`src/rtl/audio_pkg.sv`:
```
// Shared types and constants for the jingle player: FSM states, silence level,
// DDS start phase and the tone increment table.
package audio_pkg;

    typedef enum logic [1:0] {
        IDLE = 2'd0,
        PLAY = 2'd1,
        GAP  = 2'd2
    } state_t;

    localparam int CLK_HZ = 25000000;

    localparam logic [7:0]  SILENCE     = 8'h80;
    localparam logic [23:0] PHASE_START = 24'h400000;

    // Phase increment for a tone of freq_hz: round(freq_hz * 2^24 / CLK_HZ).
    function automatic logic [23:0] inc_of(input int freq_hz);
        longint scaled;
        scaled = (longint'(freq_hz) * 64'sd16777216 + longint'(CLK_HZ / 2)) / longint'(CLK_HZ);
        return 24'(scaled);
    endfunction

    localparam logic [23:0] INC [0:3] = '{inc_of(1000), inc_of(1250), inc_of(1500), inc_of(2000)};

endpackage

```
`src/rtl/tri_dds.sv`:
```
// DDS phase accumulator with triangle shaping and power-of-two volume attenuation.
// SAMPLE is combinational from the current (pre-increment) phase.
module tri_dds
    import audio_pkg::*;
#(
    parameter int PHASE_W = 24
) (
    input  logic               CLK,
    input  logic               RESET_N,
    input  logic               LOAD,
    input  logic               EN,
    input  logic [PHASE_W-1:0] INC,
    input  logic [1:0]         VOL,
    output logic [7:0]         SAMPLE
);

    logic [PHASE_W-1:0] phase_reg;
    logic [7:0]         tri_val;
    logic signed [8:0]  centred;
    logic signed [8:0]  scaled;

    always_ff @(posedge CLK or negedge RESET_N) begin
        if (!RESET_N) begin
            phase_reg <= '0;
        end else if (LOAD) begin
            phase_reg <= PHASE_W'(PHASE_START);
        end else if (EN) begin
            phase_reg <= phase_reg + INC;
        end
    end

    // Top bit selects the falling half, so one phase wrap is one 0->255->0 period.
    always_comb begin
        tri_val = phase_reg[PHASE_W-1] ? ~phase_reg[PHASE_W-2 -: 8] : phase_reg[PHASE_W-2 -: 8];
        centred = $signed({1'b0, tri_val}) - 9'sd128;
        scaled  = centred >>> VOL;
        SAMPLE  = 8'(scaled + 9'sd128);
    end

endmodule

```
`src/rtl/tone_sequencer.sv`:
```
// Plays a fixed sequence of triangle tones through tri_dds with silent gaps,
// reporting BUSY while active and a one-cycle DONE on normal completion.
module tone_sequencer
    import audio_pkg::*;
#(
    parameter int TONE_CYCLES = 6250000,
    parameter int GAP_CYCLES  = 1250000,
    parameter int NUM_TONES   = 3,
    parameter int PHASE_W     = 24
) (
    input  logic       CLK,
    input  logic       RESET_N,
    input  logic       START,
    input  logic       STOP,
    input  logic [1:0] VOL,
    output logic [7:0] SOUND,
    output logic       BUSY,
    output logic       DONE,
    output logic [1:0] TONE_IDX
);

    localparam int MAX_CYCLES = (TONE_CYCLES > GAP_CYCLES) ? TONE_CYCLES : GAP_CYCLES;
    localparam int CNT_W      = $clog2(MAX_CYCLES + 1);

    localparam logic [CNT_W-1:0] TONE_LAST = CNT_W'(TONE_CYCLES - 1);
    localparam logic [CNT_W-1:0] GAP_LAST  = CNT_W'(GAP_CYCLES - 1);
    localparam logic [CNT_W-1:0] CNT_ONE   = CNT_W'(1);
    localparam logic [1:0]       LAST_TONE = 2'(NUM_TONES - 1);

    state_t             state_reg, state_next;
    logic [CNT_W-1:0]   count_reg, count_next;
    logic [1:0]         tone_idx_reg, tone_idx_next;
    logic [7:0]         sound_reg, sound_next;
    logic               busy_reg, busy_next;
    logic               done_reg, done_next;

    logic               dds_load;
    logic               dds_en;
    logic [7:0]         dds_sample;
    logic [PHASE_W-1:0] inc_table [0:3];
    logic [PHASE_W-1:0] dds_inc;

    genvar gi;
    generate
        for (gi = 0; gi < 4; gi++) begin : g_inc
            assign inc_table[gi] = PHASE_W'(INC[gi]);
        end
    endgenerate

    assign dds_inc = inc_table[tone_idx_reg];

    tri_dds #(
        .PHASE_W (PHASE_W)
    ) u_dds (
        .CLK     (CLK),
        .RESET_N (RESET_N),
        .LOAD    (dds_load),
        .EN      (dds_en),
        .INC     (dds_inc),
        .VOL     (VOL),
        .SAMPLE  (dds_sample)
    );

    always_ff @(posedge CLK or negedge RESET_N) begin
        if (!RESET_N) begin
            state_reg    <= IDLE;
            count_reg    <= '0;
            tone_idx_reg <= 2'd0;
            sound_reg    <= SILENCE;
            busy_reg     <= 1'b0;
            done_reg     <= 1'b0;
        end else begin
            state_reg    <= state_next;
            count_reg    <= count_next;
            tone_idx_reg <= tone_idx_next;
            sound_reg    <= sound_next;
            busy_reg     <= busy_next;
            done_reg     <= done_next;
        end
    end

    always_comb begin
        state_next    = state_reg;
        count_next    = count_reg;
        tone_idx_next = tone_idx_reg;
        sound_next    = sound_reg;
        done_next     = 1'b0;
        dds_load      = 1'b0;
        dds_en        = 1'b0;

        if (STOP) begin
            state_next = IDLE;
            sound_next = SILENCE;
        end else begin
            unique case (state_reg)
                IDLE: begin
                    sound_next = SILENCE;
                    if (START) begin
                        state_next    = PLAY;
                        tone_idx_next = 2'd0;
                        count_next    = TONE_LAST;
                        dds_load      = 1'b1;
                    end
                end
                PLAY: begin
                    // The final cycle of a tone is silent so every tone ends on the centre level.
                    if (count_reg == '0) begin
                        sound_next = SILENCE;
                        if (tone_idx_reg == LAST_TONE) begin
                            state_next = IDLE;
                            done_next  = 1'b1;
                        end else begin
                            state_next = GAP;
                            count_next = GAP_LAST;
                        end
                    end else begin
                        sound_next = dds_sample;
                        dds_en     = 1'b1;
                        count_next = count_reg - CNT_ONE;
                    end
                end
                GAP: begin
                    sound_next = SILENCE;
                    if (count_reg == '0) begin
                        state_next    = PLAY;
                        tone_idx_next = tone_idx_reg + 2'd1;
                        count_next    = TONE_LAST;
                        dds_load      = 1'b1;
                    end else begin
                        count_next = count_reg - CNT_ONE;
                    end
                end
                default: begin
                    state_next = IDLE;
                    sound_next = SILENCE;
                end
            endcase
        end

        busy_next = (state_next != IDLE);
    end

    assign SOUND    = sound_reg;
    assign BUSY     = busy_reg;
    assign DONE     = done_reg;
    assign TONE_IDX = tone_idx_reg;

endmodule

```
`config.mk`:
```
export PLATFORM = sky130hd
export DESIGN_NAME = tone_sequencer
export DESIGN_NICKNAME = d
export VERILOG_FILES = /design/src/rtl/audio_pkg.sv /design/src/rtl/tri_dds.sv /design/src/rtl/tone_sequencer.sv
export SDC_FILE = /design/constraint.sdc
export NUM_CORES = 1
export LEC_CHECK = 0
export ABC_AREA = 1
export BUFFER_PORTS_ARGS = -buffer_cell sky130_fd_sc_hd__buf_2
export CAP_MARGIN = 25
export CORE_UTILIZATION = 30
export CTS_BUF_LIST = sky130_fd_sc_hd__clkbuf_8 sky130_fd_sc_hd__clkbuf_16
export CTS_CLUSTER_DIAMETER = 80
export DETAILED_ROUTE_END_ITERATION = 16
export GPL_ROUTABILITY_DRIVEN = 0
export GPL_TIMING_DRIVEN = 0
export PLACE_DENSITY = 0.49
export SLEW_MARGIN = 40
export SYNTH_ARGS = -nofsm -noshare
export SYNTH_HDL_FRONTEND = slang
export SYNTH_HIERARCHICAL = 1
export SYNTH_SLANG_ARGS = --single-unit
```
`constraint.sdc`:
```
create_clock -name CLK -period 4.4 [get_ports CLK]
set_input_delay 0.88 -clock CLK [delete_from_list [all_inputs] [get_ports CLK]]
set_output_delay 0.88 -clock CLK [all_outputs]
set_load 0.1 [all_outputs]
```
======== Word-level counts from Yosys, hierarchy flattened ========
Index checks and enable logic that the tools add are counted.
storage, ports and cells
  register bits ........................... 61
  bits in latches ......................... 0
  memory bits (writable) .................. 0
  memory bits (read-only) ................. 0
  bits of input ports ..................... 6
  output and inout bits ................... 12
  logic and storage cells ................. 65
  memories ................................ 0
cells by class
  $add $sub $neg .......................... 5
  $mul .................................... 0
  divide/modulo/power cells ............... 0
  order comparisons ....................... 1
  equality and inequality tests ........... 6
  shift-type cells ........................ 1
  muxes and demuxes ....................... 34
  bitwise logic cells ..................... 3
  reduce and logical (&&, ||, !) cells .... 8
operators with widths
  kind                                                 number
  two-way mux 24 bit                                   4
  two-way mux 23 bit                                   4
  case mux 23 bit (3 select lines)                     1
  binary-select mux 24 bit (select 2 bit)              1
  two-way mux 8 bit                                    4
  adder 24 bit                                         1
  zero test 23 bit                                     1
  subtractor 23 x 1 -> 23 bit (second input constant)  1
  two-way mux 2 bit                                    7
  two-way mux 1 bit                                    10
  >>> shifter 9 x 2 -> 8 bit                           1
  subtractor 8 x 8 -> 9 bit (second input constant)    1
  adder 8 bit (second input constant)                  1
  NOT 8 bit                                            1
  AND reduction 4 bit                                  2
  case mux 2 bit (3 select lines)                      1
  nonzero test 2 bit                                   3
  == test 2 bit (second input constant)                2
  inequality test 2 bit (second input constant)        2
  case mux 2 bit (2 select lines)                      1
  >= comparator 3 bit (second input constant)          1
  inequality test 3 bit (second input constant)        1
  NOT 2 -> 3 bit                                       1
  nonzero test 3 bit                                   1
  other kinds (5)                                      5

======== Logic depth before layout (Yosys ltp) ========
Gate-level depths: netlist (run 1).
  depth in word-level cells ............... 8
  gate-level depth with buffers ........... 16
  gate-level depth less buffers ........... 16

======== Hierarchy ========
The synthesis (run 1) kept the hierarchy.
modules (own cells, without submodules)
  module          instances  cells each  area each (um2)
  tri_dds         1          450         2,691.3
  tone_sequencer  1          372         2,546.2

======== Worst setup path after synthesis (run 1) ========
OpenSTA, ideal clock, no wires.
  path type ............................... register to register
  start point ............................. register tone_idx_reg[0] (netlist: TONE_IDX[0])
  end point ............................... register u_dds.phase_reg[17]
  setup time .............................. 0.122 ns
  arrival time ............................ 2.797 ns
  required time ........................... 4.278 ns
  slack ................................... 1.481 ns
  cell stages (with the launch flop) ...... 12
  path buffers ............................ 0
  clock period less this slack ............ 2.919 ns
  cells stage by stage .................... dfrtp_1 > inv_1 > ha_1 > or2_2 > ha_1 > nand2_2 > nor2_4 > nand3_1 > nand3_2 > nand2_1 > a21oi_1 > o21ai_1
on the way
  longest elaborated chain between the ends .. 7
ends and longest elaborated chain
  element                                                line                  text
  start, declared                                        tone_sequencer.sv:32  logic [1:0] tone_idx_reg, tone_idx_next;
  start signal, assigned                                 tone_sequencer.sv:75  tone_idx_reg <= tone_idx_next;
  NOT 2 -> 3 bit (implied by the code)                   tone_sequencer.sv:50  assign dds_inc = inc_table[tone_idx_reg];
  binary-select mux 24 bit (select 2 bit)                tone_sequencer.sv:50
  two-way mux 24 bit (implied by the code) (2 in a row)  tone_sequencer.sv:50
  via dds_inc[7]                                         tone_sequencer.sv:41  logic [PHASE_W-1:0] dds_inc;
  adder 24 bit                                           tri_dds.sv:28         phase_reg <= phase_reg + INC;
  two-way mux 24 bit                                     tri_dds.sv:27         end else if (EN) begin
  two-way mux 24 bit                                     tri_dds.sv:25         end else if (LOAD) begin
  end signal, assigned                                   tri_dds.sv:26         phase_reg <= PHASE_W'(PHASE_START);
  end signal, assigned                                   tri_dds.sv:28
  end, declared                                          tri_dds.sv:17         logic [PHASE_W-1:0] phase_reg;
The timed path passes the listed nets, and every way through them passes these cells. The select of a mux whose other input is x is not followed.
A chain may end at the register's enable or synchronous reset.

======== Final worst setup path (run 1) ========
  start point ............................. register state_reg[1]
  end point ............................... register u_dds.phase_reg[22]
on the way
  longest elaborated chain between the ends .. 4
  elaborated cells between the ends (all ways) .. 9
  those cells by class .................... 2 x eq/ne; 5 x mux; 2 x reduce/logical
ends and longest elaborated chain
  element                       line                  text
  start, declared               tone_sequencer.sv:30  state_t state_reg, state_next;
  start signal, assigned        tone_sequencer.sv:73  state_reg <= state_next;
  == test 2 x 1 -> 1 bit        tone_sequencer.sv:95  unique case (state_reg)
  two-way mux 1 bit             tone_sequencer.sv:95
  two-way mux 1 bit             tone_sequencer.sv:91  if (STOP) begin
  via dds_en                    tone_sequencer.sv:38  logic dds_en;
  nonzero test 2 bit (no line)  --
The timed path passes the listed nets, and every way through them passes these cells.

==> results.md, run 1 <==
* Final Slew Violations at 0
* Vias at 4853
* CP arrival at 3050 ps
* Cells after synthesis at 822
* Max stage delay cell, worst path: nor3_1
* Vias per inst at 4.45
* Final Instance Count excl. Fillers at 1090
* Nets at 906
* Skew-Pair Late Insertion Delay at 350 ps
* Min-Delay Path Class: in -> async
* #FFs+latches synth at 61
* Number of flip-flops under the largest register name at 24
* H-tree levels at 3
* Core area at 16800 sq um
* M1 wire length at 7080 microns
* Setup CP Type: reg -> reg
* Post-synth cell types at 41
* DP Wirelength at 10800 microns
* Final TNS setup at 0 ps
* Layout cells sized above 1 at 9.54%
* Synth warn at 6
* Fill cells at 1905
* Total power at 3.17 mW
* Drt wl/cell at 12.6 microns
* ANT cells at 0
* GRT overflow at 0
* GRT Total Usage at 16.7%
* Most used cell, CP: inv_1
* Highest metal used: met4
* Period utilization at 63.9%
* Final setup margin at 1590 ps
* P&R area growth vs syn at 14.6%
* Met2 Wirelength at 6040 microns
* DRT antenna net count at 0
* Fin crit period at 2810 ps
* Post-place setup slack at 1510 ps
* DR pass1 iterations at 5
* Rel. slew slack at 51.5%
* Hold buffer count at CTS at 0
* Mapped Area at 5240 sq um
* Crit-path max FO at 10
* Dpl cell area at 5680 sq um
* Critical Path Max Stage Delay at 550 ps
* Least-Margin Pin Slew at 724 ps
* Row cnt at 47
* Startpoint Class: flip-flop
* First-pass GRT wire length at 23500 microns
* Setup Fix Bufs, Post-CTS at 0
* RSZ-0062 raised after global routing: false
* Seq/Total Area, Yosys at 29.2%
* Clk sink count at 61
* Largest net degree at the start of global routing at 34
* PwrDens at 529 nW/um^2
* Count of final hold-check violations at 0
* Average size of a mapped cell at 6.37 sq um
* Vias in the first global route at 4712
* Num CTS Buffers at 9
* DRC errors left at 0
* Starting Density at 31.1%
* Crit-path cells: inv_1 > ha_1 > inv_1 > nor3_1 > nor2_2 > nor2_1 > buf_4 > nand3_1 > nand2_1 > inv_1
* Worst path bufs/invs at 4
* Height of the die at 134 microns
* I/O pin total at 18
* Main flop type after synthesis: dfrtp_1
* Worst-path clk slew at 60 ps
* Peak supply drop at 0.000239 V
* Initial antenna violation count at 0
* First-iteration detailed-routing DRC count at 193
* Final Util at 35.7%
* Die area at 18000 sq um
* Max_cap viols at 0
* CTS tree: built
* Hold WS at 400 ps
* Post-Route WL at 13700 microns
* Post-synth ARST share at 100%
* Post-route design area at 6000 sq um
* Post-synth EDFFs at 0
* PortBufs at 17
* Critical Path Sink Type: flip-flop
* Longest Clk Path Bufs at 2
* Status: finished, final reports clean
* Placed cell count at 1074
* Fmax at 0.356 GHz
* CTS root buffer: clkbuf_16
* Post_cts resized at 0
* Setup Skew at 11.9 ps
* Critical Path RT at 4640 ps
* Kind of cell adding the most delay to the critical path: simple AND/OR/NAND/NOR gates
* Final setup violation count at 0
* Leakage power at 3.24 nW
* Met3 routed WL at 425 microns
* Die Width at 134 microns
Yosys cell counts, drive strengths merged, types with 8 or more instances:
cell type | instances | share of area, %
ha | 34 | 8.1
o21ai | 38 | 3.8
nor2 | 123 | 10
inv | 114 | 8.2
xor2 | 8 | 1.3
a21oi | 28 | 2.7
buf | 9 | 1.3
nand3 | 56 | 5.8
dfrtp | 60 | 29
nand2 | 300 | 22
xnor2 | 8 | 1.3
nand4 | 11 | 1.3
placed cells by master (no fill, tap or decap), types with 8 or more instances in the layout:
master | netlist | routed
buf_2 | 2 | 18
clkbuf_16 | 0 | 9
nand3_1 | 53 | 53
dfrtp_1 | 60 | 60
xnor2_1 | 8 | 8
inv_1 | 111 | 111
o21ai_1 | 12 | 12
nor2_2 | 12 | 12
a21oi_1 | 28 | 28
xor2_1 | 8 | 8
nand2_1 | 289 | 289
ha_1 | 34 | 34
o21ai_0 | 24 | 24
conb_1 | 2 | 16
nand2_2 | 8 | 8
nand4_1 | 11 | 11
nor2_1 | 106 | 106
path summary, 6_finish.rpt:
check	startpoint	slack (ps)	cells past startpoint	end
max in group asynchronous	RESET_N	3460	2	SOUND[7]
min in group CLK	u_dds/phase_reg[2]	490	1	u_dds/phase_reg[2]
max reg2reg	state_reg[1]	1590	10	u_dds/phase_reg[22]
min	RESET_N	400	1	count_reg[18]
max	state_reg[1]	1590	10	u_dds/phase_reg[22]
min reg2reg	u_dds/phase_reg[2]	490	1	u_dds/phase_reg[2]
area by class of cell:
| cell class | count | area [sq um] | area share, % |
|---|---|---|---|
| multi-input combinational | 648 | 3250 | 54.1 |
| clock inverter | 6 | 86.3 | 1.44 |
| timing repair buffer | 18 | 111 | 1.86 |
| tap | 220 | 275 | 4.59 |
| buffer | 13 | 85.1 | 1.42 |
| sequential | 61 | 1530 | 25.5 |
| clock buffer | 10 | 239 | 3.98 |
| inverter | 114 | 428 | 7.13 |
kinds of logic (layout without fill, tap and decap cells):
family | Yosys count | count (layout) | synth area share (%)
buffers and inverters | 127 | 161 | 9.79
multiplexers | 3 | 3 | 0.573
adder cells (fa/ha/maj) | 35 | 35 | 8.50
flip-flops | 61 | 61 | 29.2
AND/OR/NAND/NOR | 502 | 502 | 41.2
AO/OA/AOI/OAI | 76 | 76 | 7.98
XOR/XNOR | 16 | 16 | 2.68
other | 2 | 16 | 0.143
power breakdown:
group,switching [mW],internal [mW]
clock,0.300,0.511
sequential,0.110,0.703
combinational,1.01,0.537
routing by layer:
layer / track usage [%] / vias up
li1: - / 2644
met1: 23.5 / 2136
met2: 26.1 / 59
met3: 2.46 / 14
met4: 5.24 / 0
met5: 0 / -
Note: power is estimated with default switching activity, not from simulation.
==> run 2, diff against run 1 <==
==> constraint.sdc (replaced) <==
create_clock -name CLK -period 2.8 [get_ports CLK]
set_input_delay 0.56 -clock CLK [delete_from_list [all_inputs] [get_ports CLK]]
set_output_delay 0.56 -clock CLK [all_outputs]
set_load 0.1 [all_outputs]
==> run 2 against run 1 <==
Design area decreased by 0.40%; flip-flop and latch count unchanged; hold slack got worse by 320 ps; sequential share of layout area is 0.12 points higher.
==> results.md, run 2 (synthesis results as in run 1) <==
* Status: finished, final reports clean
* Num CTS Buffers at 9 (unchanged)
* Clock share of power at 23.6% (-2.0 points)
* Nets at 906 (unchanged)
* Setup Skew at 12.1 ps (+0.198 ps)
* Fmax at 0.384 GHz (+7.9%)
* I/O pin total at 18 (unchanged)
* Post-route design area at 5980 sq um (-0.40%)
* Starting Density at 31.1% (unchanged)
* H-tree levels at 3 (unchanged)
* GRT overflow at 0 (unchanged)
* RSZ-0062 raised after global routing: false
* Longest Clk Path Bufs at 2 (unchanged)
* Kind of cell adding the most delay to the critical path: simple AND/OR/NAND/NOR gates
* Largest net degree at the start of global routing at 34 (unchanged)
* Final setup violation count at 0 (unchanged)
* Reg2Reg Setup Slack at 200 ps (-1390 ps)
* PortBufs at 17 (unchanged)
* Max_cap viols at 0 (unchanged)
* Setup CP Type: reg -> reg
* Rel. slew slack at 54.8% (+3.3 points)
* Layout cells sized above 1 at 9.77% (+0.23 points)
* DRC errors left at 0 (unchanged)
* DR pass1 iterations at 4 (-1)
* GRT Total Usage at 16.5% (-0.20 points)
* Hold WS at 82.1 ps (-318 ps)
* Min-Delay Path Class: in -> async
* Flop pwr share at 26.3% (+0.7 points)
* Number of flip-flops under the largest register name at 24 (unchanged)
* Clk sink count at 61 (unchanged)
* Crit-path cells: inv_1 > ha_1 > nand2_4 > nor2_4 > nand2_4 > nor2_8 > a22oi_1 > nor2_1 > nor2_2 > nor2_2 > buf_4 > nand3_1 > nand2_1 > inv_1
* Skew-Pair Late Insertion Delay at 340 ps (about the same)
* DP Wirelength at 10800 microns (-0.18%)
* Drt wl/cell at 12.6 microns (about the same)
* Sw Share at 45.9% (+1.1 points)
* First-pass GRT wire length at 23300 microns (-0.96%)
* Hold buffer count at CTS at 0 (unchanged)
* Row cnt at 47 (unchanged)
* Leakage power at 3.22 nW (-0.53%)
* Gate power share at 50.1% (+1.3 points)
* Startpoint Class: flip-flop
* CP arrival at 2850 ps (-200 ps)
* Fin crit period at 2600 ps (-207 ps)
* Most frequent cells in the layout: nand2_1, inv_1, nor2_1
* PwrDens at 815 nW/um^2 (+54%)
* First-iteration detailed-routing DRC count at 259 (+34%)
* Vias at 4835 (-0.37%)
* Net Switching at 2.24 mW (+57%)
* Total power at 4.87 mW (+53%)
* Peak supply drop at 0.000382 V (+60%)
* Crit-path max FO at 10 (unchanged)
* Vias per inst at 4.44 (-0.37%)
* Fill cells at 1905 (unchanged)
* Worst-path clk slew at 60 ps (about the same)
* Critical Path RT at 3040 ps (-1600 ps)
* Final TNS setup at 0 ps (unchanged)
* Internal Power at 2.63 mW (+50%)
* Critical R2R Capture: u_dds/phase_reg[22]
* Reg2Reg Depth at 14 (+4)
* Area occupied by multi-input gates at 3260 sq um (+0.23%)
* Period utilization at 93.0% (+29 points)
* Vias in the first global route at 4569 (-3.0%)
* Final Slew Violations at 0 (unchanged)
* Register Area at 1530 sq um (about the same)
* P&R area growth vs syn at 14.1%
* Height of the die at 134 microns (unchanged)
* Final Instance Count excl. Fillers at 1090 (unchanged)
* Count of final hold-check violations at 0 (unchanged)
* Setup crit start: count_reg[0]
* Worst path bufs/invs at 3 (-1)
* CTS root buffer: clkbuf_16
* ANT cells at 0 (unchanged)
* Post-Route WL at 13700 microns (about the same)
* Least-Margin Pin Slew at 675 ps (-49.1 ps)
* Critical Path Max Stage Delay at 380 ps (-170 ps)
* Die area at 18000 sq um (unchanged)
* Most common cell after layout, fill and taps aside: nand2_1
* Worst R2R Start: count_reg[0]
* Dpl cell area at 5680 sq um (about the same)
* Initial antenna violation count at 0 (unchanged)
* DRT antenna net count at 0 (unchanged)
* Die Width at 134 microns (unchanged)
* Max stage delay cell, worst path: dfrtp_1
* Placed cell count at 1074 (unchanged)
* Core area at 16800 sq um (unchanged)
* Critical Path Sink Type: flip-flop
* CTS tree: built
[run 2: cell types whose count changed in the layout (fill, tap and decap cells not counted), sizes merged]
cell,delta
clkinvlp,+1
bufinv,-1
clkbuf,-1
inv,+1
[run 2: layer usage]
layer | GRT usage, % | vias to the layer above | share of wire, %
met5 | 0 | - | 0
met4 | 4.87 | 0 | 0.91
met3 | 2.99 | 8 | 3.1
met2 | 25.3 | 49 | 43
met1 | 23.5 | 2141 | 53
li1 | - | 2637 | -
[run 2: how the worst max path moves through the flow]
stage                          end  depth (start not counted)
2_1_floorplan  u_dds/phase_reg[17]                         11
5_1_grt        u_dds/phase_reg[22]                         14
3_3_place_gp   u_dds/phase_reg[22]                         10
6_report       u_dds/phase_reg[22]                         14
3_5_place_dp   u_dds/phase_reg[22]                         10
4_1_cts        u_dds/phase_reg[22]                         14
[run 2: worst reg2reg max path: cells and delay by family, from the launching register on]
| kind | cells | cell delay, ps |
|---|---|---|
| AO/OA/AOI/OAI | 1 | 90 |
| adder cells (fa/ha/maj) | 1 | 320 |
| buffers and inverters | 3 | 390 |
| flip-flops | 1 | 380 |
| AND/OR/NAND/NOR | 9 | 1320 |
[run 2: what timing repair did]
action / in CTS / in global routing
resized for setup: 1 / 1
setup buffers: 0 / 0
setup endpoints to repair: 9 / 14
[run 2: power by group through the flow]
| stage | Combinational (mW) | Clock, mW | Sequential, mW |
|---|---|---|---|
| after floorplan | 1.84 | 0 | 1.36 |
| after global placement | 2.38 | 0 | 1.30 |
| after detailed placement | 2.41 | 0 | 1.30 |
| after CTS | 2.42 | 1.19 | 1.29 |
| after global routing | 2.82 | 1.22 | 1.31 |
| final | 2.44 | 1.15 | 1.28 |
[run 2: cell type report]
type	count	share of cell area, %
Buffer	13	1.42
Inverter	114	7.16
Sequential cell	61	25.6
Multi-Input combinational cell	648	54.5
Clock inverter	7	1.13
Tap cell	220	4.60
Clock buffer	9	3.77
Timing Repair Buffer	18	1.86
[run 2: through the flow]
stage               util (%)  setup slack (ps)
finish                  35.5               195
global route            35.5              11.1
CTS                     35.5              61.7
detailed placement      33.8             -84.6
global placement        33.6             -99.2
floorplan                  -               222
